$ cat src/rtl/aes_cipher_ctrl_if.sv
// Host/datapath handshake bundle for the AES-128 bit-serial cipher sequencer.
// master = host/datapath side, slave = the sequencing controller.
interface aes_cipher_ctrl_if;
   logic       start;
   logic       mode;
   logic       hold;
   logic       EN;
   logic       WR_EN_IN_REG;
   logic       WR_EN_STATE_REG;
   logic       WR_EN_OUT_REG;
   logic [2:0] Sel_State;
   logic [3:0] Sel_Key;
   logic       din_req;
   logic       dout_valid;
   logic       busy;
   logic       done;

   modport master (
      output start, mode, hold,
      input  EN, WR_EN_IN_REG, WR_EN_STATE_REG, WR_EN_OUT_REG,
      input  Sel_State, Sel_Key, din_req, dout_valid, busy, done
   );

   modport slave (
      input  start, mode, hold,
      output EN, WR_EN_IN_REG, WR_EN_STATE_REG, WR_EN_OUT_REG,
      output Sel_State, Sel_Key, din_req, dout_valid, busy, done
   );
endinterface

$ cat src/rtl/aes_cipher_ctrl.sv
// Sequencing FSM for the AES-128 bit-serial cipher datapath: serial load, 41-cycle core,
// serial unload. Selects and write enables are registered from the next-state decode.
module aes_cipher_ctrl #(
   parameter int NR         = 10,
   parameter int BLOCK_BITS = 128
) (
   input logic               clk,
   input logic               reset_n,
   aes_cipher_ctrl_if.slave  bus
);
   localparam int              CW         = $clog2(BLOCK_BITS);
   localparam logic [CW-1:0]   LAST_BIT   = CW'(BLOCK_BITS - 1);
   localparam logic [3:0]      LAST_KEY   = 4'(NR);
   localparam logic [3:0]      LAST_ROUND = 4'(NR - 1);

   typedef enum logic [2:0] {
      ST_IDLE     = 3'd0,
      ST_LOAD     = 3'd1,
      ST_CAPTURE  = 3'd2,
      ST_ARK_INIT = 3'd3,
      ST_ROUND    = 3'd4,
      ST_FINAL    = 3'd5,
      ST_OUT_LOAD = 3'd6,
      ST_SHIFT    = 3'd7
   } state_t;

   state_t        state_r, state_s;
   logic [CW-1:0] bit_r, bit_s;
   logic [1:0]    step_r, step_s;
   logic [3:0]    round_r, round_s;
   logic          mode_r, mode_s;
   logic          busy_r, busy_s;
   logic          done_r, done_s;
   logic          wr_in_r, wr_in_s;
   logic          wr_state_r, wr_state_s;
   logic          wr_out_r, wr_out_s;
   logic          dout_r, dout_s;
   logic [2:0]    sel_state_r, sel_state_s;
   logic [3:0]    sel_key_r, sel_key_s;

   // State, counters and registered outputs.
   always_ff @(posedge clk or negedge reset_n) begin
      if (!reset_n) begin
         state_r     <= ST_IDLE;
         bit_r       <= '0;
         step_r      <= 2'd0;
         round_r     <= 4'd0;
         mode_r      <= 1'b0;
         busy_r      <= 1'b0;
         done_r      <= 1'b0;
         wr_in_r     <= 1'b0;
         wr_state_r  <= 1'b0;
         wr_out_r    <= 1'b0;
         dout_r      <= 1'b0;
         sel_state_r <= 3'd0;
         sel_key_r   <= 4'd0;
      end else begin
         state_r     <= state_s;
         bit_r       <= bit_s;
         step_r      <= step_s;
         round_r     <= round_s;
         mode_r      <= mode_s;
         busy_r      <= busy_s;
         done_r      <= done_s;
         wr_in_r     <= wr_in_s;
         wr_state_r  <= wr_state_s;
         wr_out_r    <= wr_out_s;
         dout_r      <= dout_s;
         sel_state_r <= sel_state_s;
         sel_key_r   <= sel_key_s;
      end
   end

   // Next-state sequencing, then output decode of the state being entered.
   always_comb begin
      state_s = state_r;
      bit_s   = bit_r;
      step_s  = step_r;
      round_s = round_r;
      mode_s  = mode_r;
      busy_s  = busy_r;
      done_s  = 1'b0;

      if (bus.hold) begin
         state_s = state_r;
      end else begin
         case (state_r)
            ST_IDLE: begin
               if (bus.start) begin
                  state_s = ST_LOAD;
                  mode_s  = bus.mode;
                  bit_s   = '0;
                  busy_s  = 1'b1;
               end else begin
                  state_s = ST_IDLE;
               end
            end
            ST_LOAD: begin
               if (bit_r == LAST_BIT) begin
                  state_s = ST_CAPTURE;
                  bit_s   = '0;
               end else begin
                  bit_s = bit_r + 1'b1;
               end
            end
            ST_CAPTURE:  state_s = ST_ARK_INIT;
            ST_ARK_INIT: begin
               state_s = ST_ROUND;
               step_s  = 2'd0;
               round_s = mode_r ? LAST_ROUND : 4'd1;
            end
            ST_ROUND: begin
               // A round index outside 1..NR-1 can only come from an upset; bail out.
               if ((round_r < 4'd1) || (round_r > LAST_ROUND)) begin
                  state_s = ST_IDLE;
                  busy_s  = 1'b0;
               end else if (step_r == 2'd3) begin
                  step_s = 2'd0;
                  if (mode_r ? (round_r == 4'd1) : (round_r == LAST_ROUND)) begin
                     state_s = ST_FINAL;
                  end else begin
                     round_s = mode_r ? (round_r - 4'd1) : (round_r + 4'd1);
                  end
               end else begin
                  step_s = step_r + 2'd1;
               end
            end
            ST_FINAL: begin
               if (step_r == 2'd0) begin
                  step_s = 2'd1;
               end else begin
                  state_s = ST_OUT_LOAD;
                  step_s  = 2'd0;
               end
            end
            ST_OUT_LOAD: begin
               state_s = ST_SHIFT;
               bit_s   = '0;
            end
            ST_SHIFT: begin
               if (bit_r == LAST_BIT) begin
                  state_s = ST_IDLE;
                  bit_s   = '0;
                  busy_s  = 1'b0;
                  done_s  = 1'b1;
               end else begin
                  bit_s = bit_r + 1'b1;
               end
            end
            default: begin
               state_s = ST_IDLE;
               busy_s  = 1'b0;
            end
         endcase
      end

      wr_in_s     = (state_s == ST_LOAD);
      wr_out_s    = (state_s == ST_OUT_LOAD);
      dout_s      = (state_s == ST_SHIFT);
      wr_state_s  = (state_s == ST_CAPTURE) || (state_s == ST_ARK_INIT) ||
                    (state_s == ST_ROUND)   || (state_s == ST_FINAL);
      sel_state_s = sel_state_r;
      sel_key_s   = sel_key_r;

      case (state_s)
         ST_CAPTURE:  sel_state_s = 3'd0;
         ST_ARK_INIT: begin
            sel_state_s = 3'd4;
            sel_key_s   = mode_s ? LAST_KEY : 4'd0;
         end
         ST_ROUND: begin
            case (step_s)
               2'd0: sel_state_s = mode_s ? 3'd6 : 3'd1;
               2'd1: sel_state_s = mode_s ? 3'd5 : 3'd2;
               2'd2: begin
                  if (mode_s) begin
                     sel_state_s = 3'd4;
                     sel_key_s   = round_s;
                  end else begin
                     sel_state_s = 3'd3;
                  end
               end
               2'd3: begin
                  if (mode_s) begin
                     sel_state_s = 3'd7;
                  end else begin
                     sel_state_s = 3'd4;
                     sel_key_s   = round_s;
                  end
               end
               default: sel_state_s = sel_state_r;
            endcase
         end
         ST_FINAL: begin
            if (step_s == 2'd0) begin
               sel_state_s = mode_s ? 3'd6 : 3'd1;
            end else begin
               sel_state_s = mode_s ? 3'd5 : 3'd2;
            end
         end
         // The final AddRoundKey feeds the output register directly.
         ST_OUT_LOAD: sel_key_s = mode_s ? 4'd0 : LAST_KEY;
         default: begin
            sel_state_s = sel_state_r;
            sel_key_s   = sel_key_r;
         end
      endcase
   end

   assign bus.EN              = busy_r & ~bus.hold;
   assign bus.WR_EN_IN_REG    = wr_in_r & ~bus.hold;
   assign bus.WR_EN_STATE_REG = wr_state_r & ~bus.hold;
   assign bus.WR_EN_OUT_REG   = wr_out_r & ~bus.hold;
   assign bus.din_req         = wr_in_r & ~bus.hold;
   assign bus.dout_valid      = dout_r & ~bus.hold;
   assign bus.Sel_State       = sel_state_r;
   assign bus.Sel_Key         = sel_key_r;
   assign bus.busy            = busy_r;
   assign bus.done            = done_r;
endmodule

$ cat src/flat_wrapper.sv
// flat-port wrapper written by rule: the top's interface ports become plain ports
module aes_cipher_ctrl_flat 
#(
   parameter int NR         = 10,
   parameter int BLOCK_BITS = 128
)
  (clk, reset_n, bus_start, bus_mode, bus_hold, bus_EN, bus_WR_EN_IN_REG, bus_WR_EN_STATE_REG, bus_WR_EN_OUT_REG, bus_Sel_State, bus_Sel_Key, bus_din_req, bus_dout_valid, bus_busy, bus_done);
  aes_cipher_ctrl_if bus_i ();
  input logic clk;
  input logic reset_n;
  input wire logic [$bits(bus_i.start)-1:0] bus_start;
  input wire logic [$bits(bus_i.mode)-1:0] bus_mode;
  input wire logic [$bits(bus_i.hold)-1:0] bus_hold;
  output wire logic [$bits(bus_i.EN)-1:0] bus_EN;
  output wire logic [$bits(bus_i.WR_EN_IN_REG)-1:0] bus_WR_EN_IN_REG;
  output wire logic [$bits(bus_i.WR_EN_STATE_REG)-1:0] bus_WR_EN_STATE_REG;
  output wire logic [$bits(bus_i.WR_EN_OUT_REG)-1:0] bus_WR_EN_OUT_REG;
  output wire logic [$bits(bus_i.Sel_State)-1:0] bus_Sel_State;
  output wire logic [$bits(bus_i.Sel_Key)-1:0] bus_Sel_Key;
  output wire logic [$bits(bus_i.din_req)-1:0] bus_din_req;
  output wire logic [$bits(bus_i.dout_valid)-1:0] bus_dout_valid;
  output wire logic [$bits(bus_i.busy)-1:0] bus_busy;
  output wire logic [$bits(bus_i.done)-1:0] bus_done;
  assign bus_i.start = bus_start;
  assign bus_i.mode = bus_mode;
  assign bus_i.hold = bus_hold;
  assign bus_EN = bus_i.EN;
  assign bus_WR_EN_IN_REG = bus_i.WR_EN_IN_REG;
  assign bus_WR_EN_STATE_REG = bus_i.WR_EN_STATE_REG;
  assign bus_WR_EN_OUT_REG = bus_i.WR_EN_OUT_REG;
  assign bus_Sel_State = bus_i.Sel_State;
  assign bus_Sel_Key = bus_i.Sel_Key;
  assign bus_din_req = bus_i.din_req;
  assign bus_dout_valid = bus_i.dout_valid;
  assign bus_busy = bus_i.busy;
  assign bus_done = bus_i.done;
  aes_cipher_ctrl #(.NR(NR), .BLOCK_BITS(BLOCK_BITS)) u_core (.clk(clk), .reset_n(reset_n), .bus(bus_i));
endmodule
$ cat config.mk
export PLATFORM = sky130hd
export DESIGN_NAME = aes_cipher_ctrl_flat
export DESIGN_NICKNAME = d
export VERILOG_FILES = /design/src/rtl/aes_cipher_ctrl_if.sv /design/src/rtl/aes_cipher_ctrl.sv /design/src/flat_wrapper.sv
export SDC_FILE = /design/constraint.sdc
export NUM_CORES = 1
export LEC_CHECK = 0
export CAP_MARGIN = 5
export CORE_MARGIN = 2
export CORE_UTILIZATION = 45
export DETAILED_ROUTE_END_ITERATION = 16
export GPL_TIMING_DRIVEN = 0
export PLACE_DENSITY = 0.61
export SLEW_MARGIN = 20
export SYNTH_ARGS = -nofsm -noshare
export SYNTH_HDL_FRONTEND = slang
export SYNTH_SLANG_ARGS = --single-unit
$ cat constraint.sdc
create_clock -name clk -period 3 [get_ports clk]
set_clock_uncertainty 0.15 [all_clocks]
set_input_delay 0.3 -clock clk [delete_from_list [all_inputs] [get_ports clk]]
set_output_delay 0.3 -clock clk [all_outputs]
set_load 0.005 [all_outputs]
=== Word-level counts from Yosys, hierarchy flattened ===
Cells that the tools add are included.
Widths: inputs -> output; s select.

* Register bits after elaboration: 30
* Bits of input ports: 5
* Output and inout bits: 15
* Word-level logic and storage cells: 115

* Add/sub/neg operators: 4
* Magnitude comparators: 2
* Equality and inequality tests: 27
* Muxes and demuxes: 48
* Bitwise gates (word level): 6
* Reductions and logical operators: 15

{| class="wikitable"
|+ Operators with widths
! kind !! count
|-
| $mux 4 || 10
|-
| $mux 3 || 11
|-
| $eq 3x3->1 const B || 8
|-
| $pmux 3 s4 || 2
|-
| $pmux 3 s8 || 1
|-
| $pmux 7 s3 || 1
|-
| $pmux 4 s2 || 2
|-
| $mux 7 || 2
|-
| $eq 3x2->1 const B || 4
|-
| $mux 1 || 12
|-
| $pmux 4 s3 || 1
|-
| $reduce_bool 3->1 || 3
|-
| $mux 2 || 4
|-
| $add 7x1->7 const B || 1
|-
| $eq 7x7->1 const B || 1
|-
| $eq 2x2->1 const B || 3
|-
| $eq 3x1->1 const B || 2
|-
| $ne 3x3->1 const B || 2
|-
| $pmux 2 s3 || 1
|-
| $and 1x1->1 || 5
|-
| $reduce_and 5->1 || 1
|-
| $add 4x1->4 const B || 1
|-
| $eq 4x1->1 const B || 1
|-
| $eq 4x4->1 const B || 1
|-
| other kinds (17) || 22
|}

=== Longest topological paths before layout ===
* Word-level depth: 11
* Depth in mapped cells: 12
* Mapped depth without buffers: 11

=== Worst setup path before layout ===
OpenSTA, ideal clock, no wires.

* Kind: flip-flop to flip-flop
* Start point: register u_core.round_r[0]
* End point: register u_core.sel_state_r[1], in the netlist u_core.bus.Sel_State[1]
* Setup time: 121 ps
* Data arrival time: 2380 ps
* Data required time: 2729 ps
* Setup slack: 349 ps
* Stages on the path, launching flop included: 12
* Buffers on the path: 0
* Period minus slack after synthesis: 2651 ps
* Path through: dfrtp_1 -> inv_1 -> ha_1 -> o21bai_1 -> a211oi_2 -> a31oi_1 -> a21boi_2 -> inv_1 -> fa_1 -> inv_1 -> a21oi_1 -> a22o_1

* Elaborated cells between the ends (all ways): 26
* Those cells by class: order compare: 2; eq/ne: 9; mux: 12; reduce/logical: 3

{| class="wikitable"
|+ RTL lines
! element !! line !! RTL
|-
| start, declared || aes_cipher_ctrl.sv:30 || <nowiki>logic [3:0] round_r, round_s;</nowiki>
|-
| start signal, assigned || aes_cipher_ctrl.sv:61 || <nowiki>round_r <= round_s;</nowiki>
|-
| $lt 4x1->1 / $gt 4x4->1 (equally long branches) || aes_cipher_ctrl.sv:114 || <nowiki>if ((round_r < 4'd1) || (round_r > LAST_ROUND)) begin</nowiki>
|-
| $logic_or 1x1->1 (*) || aes_cipher_ctrl.sv:114 ||
|-
| $mux 2 (*) || aes_cipher_ctrl.sv:114 ||
|-
| $pmux 2 s3 (*) || aes_cipher_ctrl.sv:87 || <nowiki>case (state_r)</nowiki>
|-
| $mux 2 (*) || aes_cipher_ctrl.sv:84 || <nowiki>if (bus.hold) begin</nowiki>
|-
| net u_core.step_s[0] || aes_cipher_ctrl.sv:29 || <nowiki>logic [1:0] step_r, step_s;</nowiki>
|-
| $eq 2x2->1 (tied with other cells) || aes_cipher_ctrl.sv:172 || <nowiki>case (step_s)</nowiki>
|-
| $pmux 3 s4 / $mux 3 (equally long branches) || aes_cipher_ctrl.sv:172, aes_cipher_ctrl.sv:195 ||
|-
| $pmux 3 s4 (*) || aes_cipher_ctrl.sv:165 || <nowiki>case (state_s)</nowiki>
|-
| end signal, assigned || aes_cipher_ctrl.sv:69 || <nowiki>sel_state_r <= sel_state_s;</nowiki>
|-
| end, declared || aes_cipher_ctrl.sv:38 || <nowiki>logic [2:0] sel_state_r, sel_state_s;</nowiki>
|}

Mark *: on every way through the listed nets, which the timed path passes. The rest lies on a longest branch.
A chain may end at the register's enable or synchronous reset.

=== Worst setup path after layout ===
Ends and elaborated chain as after synthesis.

==> impl_metrics.env <==
export IMPL_clk_latency_ps=280
export IMPL_yosys_area_top_type_share_pct=35.1
export IMPL_synthesis_nets=246
export IMPL_critPathRequiredTime_ps=3020
export IMPL_crit_type="flip-flop to flip-flop"
export IMPL_drt_initial_drc_count=151
export IMPL_synth_top_cell_by_area="dfrtp_1"
export IMPL_diodes=0
export IMPL_cap_viol_max_count=0
export IMPL_dpl_hpwl_mm=3.64
export IMPL_p_leak_nw=1.08
export IMPL_slowest_stage="fa_1"
export IMPL_synth_seq_cells=30
export IMPL_max_stage_delay_ps=460
export IMPL_synthFlopType="dfrtp_1"
export IMPL_gp_congestion=0.794
export IMPL_drive_above_1_share_pct=17.6
export IMPL_cts_buffer_depth=2
export IMPL_max_freq_mhz=361
export IMPL_drt_total_wl_mm=4.91
export IMPL_clock_sinks=30
export IMPL_worstPathArrival_ps=2790
export IMPL_worstMarginPinSlew_ps=829
export IMPL_vias_per_cell=5.78
export IMPL_yosys_warnings=0
export IMPL_powerDensity_mw_per_mm2=647
export IMPL_maxSlewHeadroom_pct=44.0
export IMPL_cts_tree="built"
export IMPL_crit_family="compound AO/OA/AOI/OAI gates"
export IMPL_syn_area_per_cell_um2=9.18
export IMPL_syn_to_final_growth_pct=19.3
export IMPL_cts_clk_slew_worst_paths_ps=70
export IMPL_antenna_found_initial=0
export IMPL_crit_top_cell="inv_1"
export IMPL_grt_overflow=0
export IMPL_layout_nets=274
export IMPL_ir_drop_mv=0.283
export IMPL_rsz0062_at_grt="false"
export IMPL_fp_dieH_um=72.9
export IMPL_io_pins=20
export IMPL_drt_pass1_iterations=4
export IMPL_yosysUniqueCellTypes=66
export IMPL_min_period_over_period_pct=92.2
export IMPL_route_detailed_drc=0
export IMPL_vias=1821
export IMPL_cts_root_buf="clkbuf_8"
export IMPL_finalSetupTns_ps=0
export IMPL_postRouteAntennaNets=0
export IMPL_yosys_top_cells_area="dfrtp_1 35%, o21ai_0 4.9%, ha_1 4.1%"
export IMPL_dieArea_mm2=0.00532
export IMPL_hold_viol=0
export IMPL_syn_cell_area_mm2=0.00214
export IMPL_end_kind="flip-flop"
export IMPL_period_minus_slack_ps=2770
export IMPL_rows=25
export IMPL_wl_per_cell_um=15.6
export IMPL_cts_htree_levels=2
export IMPL_portBuffers=19
export IMPL_hold_slack_ps=337
export IMPL_startpoint_type="flip-flop"
export IMPL_synth_edff_count=0
export IMPL_setup_viol_count_final=0
export IMPL_initial_utilization_pct=45.9
export IMPL_grt_pass1_vias=1736
export IMPL_status="finished clean"
export IMPL_hold_class="flip-flop to flip-flop"
export IMPL_design_core_area_mm2=0.00466
export IMPL_grt_usage_pct=20.3
export IMPL_seq_area_frac_synth_pct=35.1
export IMPL_worstPathCellList="inv_1 -> ha_2 -> nor3b_4 -> a211oi_2 -> a31oi_1 -> a21boi_4 -> inv_1 -> fa_1 -> inv_1 -> a21oi_1 -> a22o_1"
export IMPL_syn_instance_count=233
export IMPL_grt_start_max_net_pins=31
export IMPL_grt_pass1_wl_mm=8.36
export IMPL_critPathMaxFanout=5
export IMPL_async_flop_share_pct=100
export IMPL_cts_buffers=5
export IMPL_drv_slew=0
export IMPL_cp_num_buf_inv=3
export IMPL_die_w_um=72.9
==> final timing paths <==
path | from | endpoint | slack [ps] | cells after the start
min reg2reg | u_core.bit_r[6] | u_core.bit_r[6] | 340 | 1
max | u_core.round_r[0] | u_core.bus.Sel_State[1] | 230 | 11
min in group asynchronous | reset_n | u_core.bus.done | 440 | 2
max in group asynchronous | reset_n | u_core.step_r[0] | 1800 | 2
max reg2reg | u_core.round_r[0] | u_core.bus.Sel_State[1] | 230 | 11
min | u_core.bit_r[6] | u_core.bit_r[6] | 340 | 1
==> synthesized netlist by cell type (2+ instances only) <==
master and instances:
o21ai_1 2, a2111oi_0 2, a21oi_1 7, dfrtp_1 30
nor2b_1 7, o21ai_0 21, buf_2 3, mux2i_1 5
o22ai_1 3, and3_1 4, xor2_1 2, nand3_1 10
nor3_1 7, inv_2 2, nand2_1 20, nand2b_1 2
inv_1 15, a31oi_1 4, nor2_1 10, nand4_1 7
a22o_1 2, o31ai_1 2, a211oi_1 3, ha_1 7
buf_6 3, o211ai_1 4, a21oi_2 5, buf_4 3
xnor2_1 4
==> through the flow <==
stage	power (mW)	instance area, um2	util [%]	setup slack (ps)	cells
2_1_floorplan	1.00	2140	-	349	233
3_3_place_gp	1.19	2400	51.4	43.0	306
3_5_place_dp	1.20	2390	51.3	53.5	306
4_1_cts	1.63	2510	53.9	23.1	314
5_1_grt	1.77	2550	54.7	17.9	315
6_report	1.65	2550	54.7	233	315
==> routing by layer <==
layer | global-route usage (%) | share of wire, % | wire [um] | vias up
met4 | 5.56 | 1.2 | 60 | 0
met1 | 27.4 | 48 | 2360 | 874
li1 | - | - | - | 907
met3 | 4.28 | 3.4 | 169 | 7
met2 | 33.0 | 47 | 2320 | 33
met5 | 0 | 0 | 0 | -
==> cells in the final DEF (no fill, tap or decap), drive strengths merged, types with 7 or more instances in the layout <==
| cell type | count |
|---|---|
| clkdlybuf4s50 | 18 |
| inv | 17 |
| nand4 | 8 |
| a21oi | 12 |
| buf | 11 |
| ha | 7 |
| nor2 | 11 |
| nor2b | 7 |
| clkbuf | 7 |
| nand3 | 10 |
| o21ai | 23 |
| dfrtp | 30 |
| nand2 | 21 |
| nor3 | 7 |
==> area by class of cell <==
cell class,instances,area [um2]
buffer,10,75.1
clock buffer,6,82.6
clock inverter,1,30.0
fill,446,2110
inverter,18,68.8
multi-input combinational,175,1270
sequential,30,751
tap,54,67.6
timing repair buffer,21,203
==> state kept, by name, indices dropped and copies added, names as in the netlist <==
signal and cells:
u_core.bus.Sel_Key 4, u_core.wr_out_r 1, u_core.bus.busy 1, u_core.state_r 3, u_core.bus.done 1, u_core.wr_state_r 1, u_core.step_r 2, u_core.bit_r 7
u_core.wr_in_r 1, u_core.dout_r 1, u_core.mode_r 1, u_core.round_r 4, u_core.bus.Sel_State 3
==> logic make-up after synthesis <==
kind of cell / count (synthesis) / share of synthesized area, %
xor+xnor: 6 / 2.46
mux: 7 / 3.51
flops: 30 / 35.1
buf+inv: 28 / 6.73
compound gates: 69 / 23.5
fa+ha+maj: 8 / 5.03
simple gates: 85 / 23.6
==> power by group <==
group          internal (mW)  switching, mW
logic                  0.307          0.335
clock network          0.265          0.155
registers              0.497         0.0892
==> repair_timing <==
| item | in CTS | in global routing |
|---|---|---|
| endpoints found under the setup margin | 0 | 6 |
| resized for setup | 0 | 6 |
| hold buffers | 1 | 0 |
| endpoints found under the hold margin | 30 | 0 |
| setup buffers | 0 | 1 |
No activity file was read; power rests on OpenSTA's default activity.
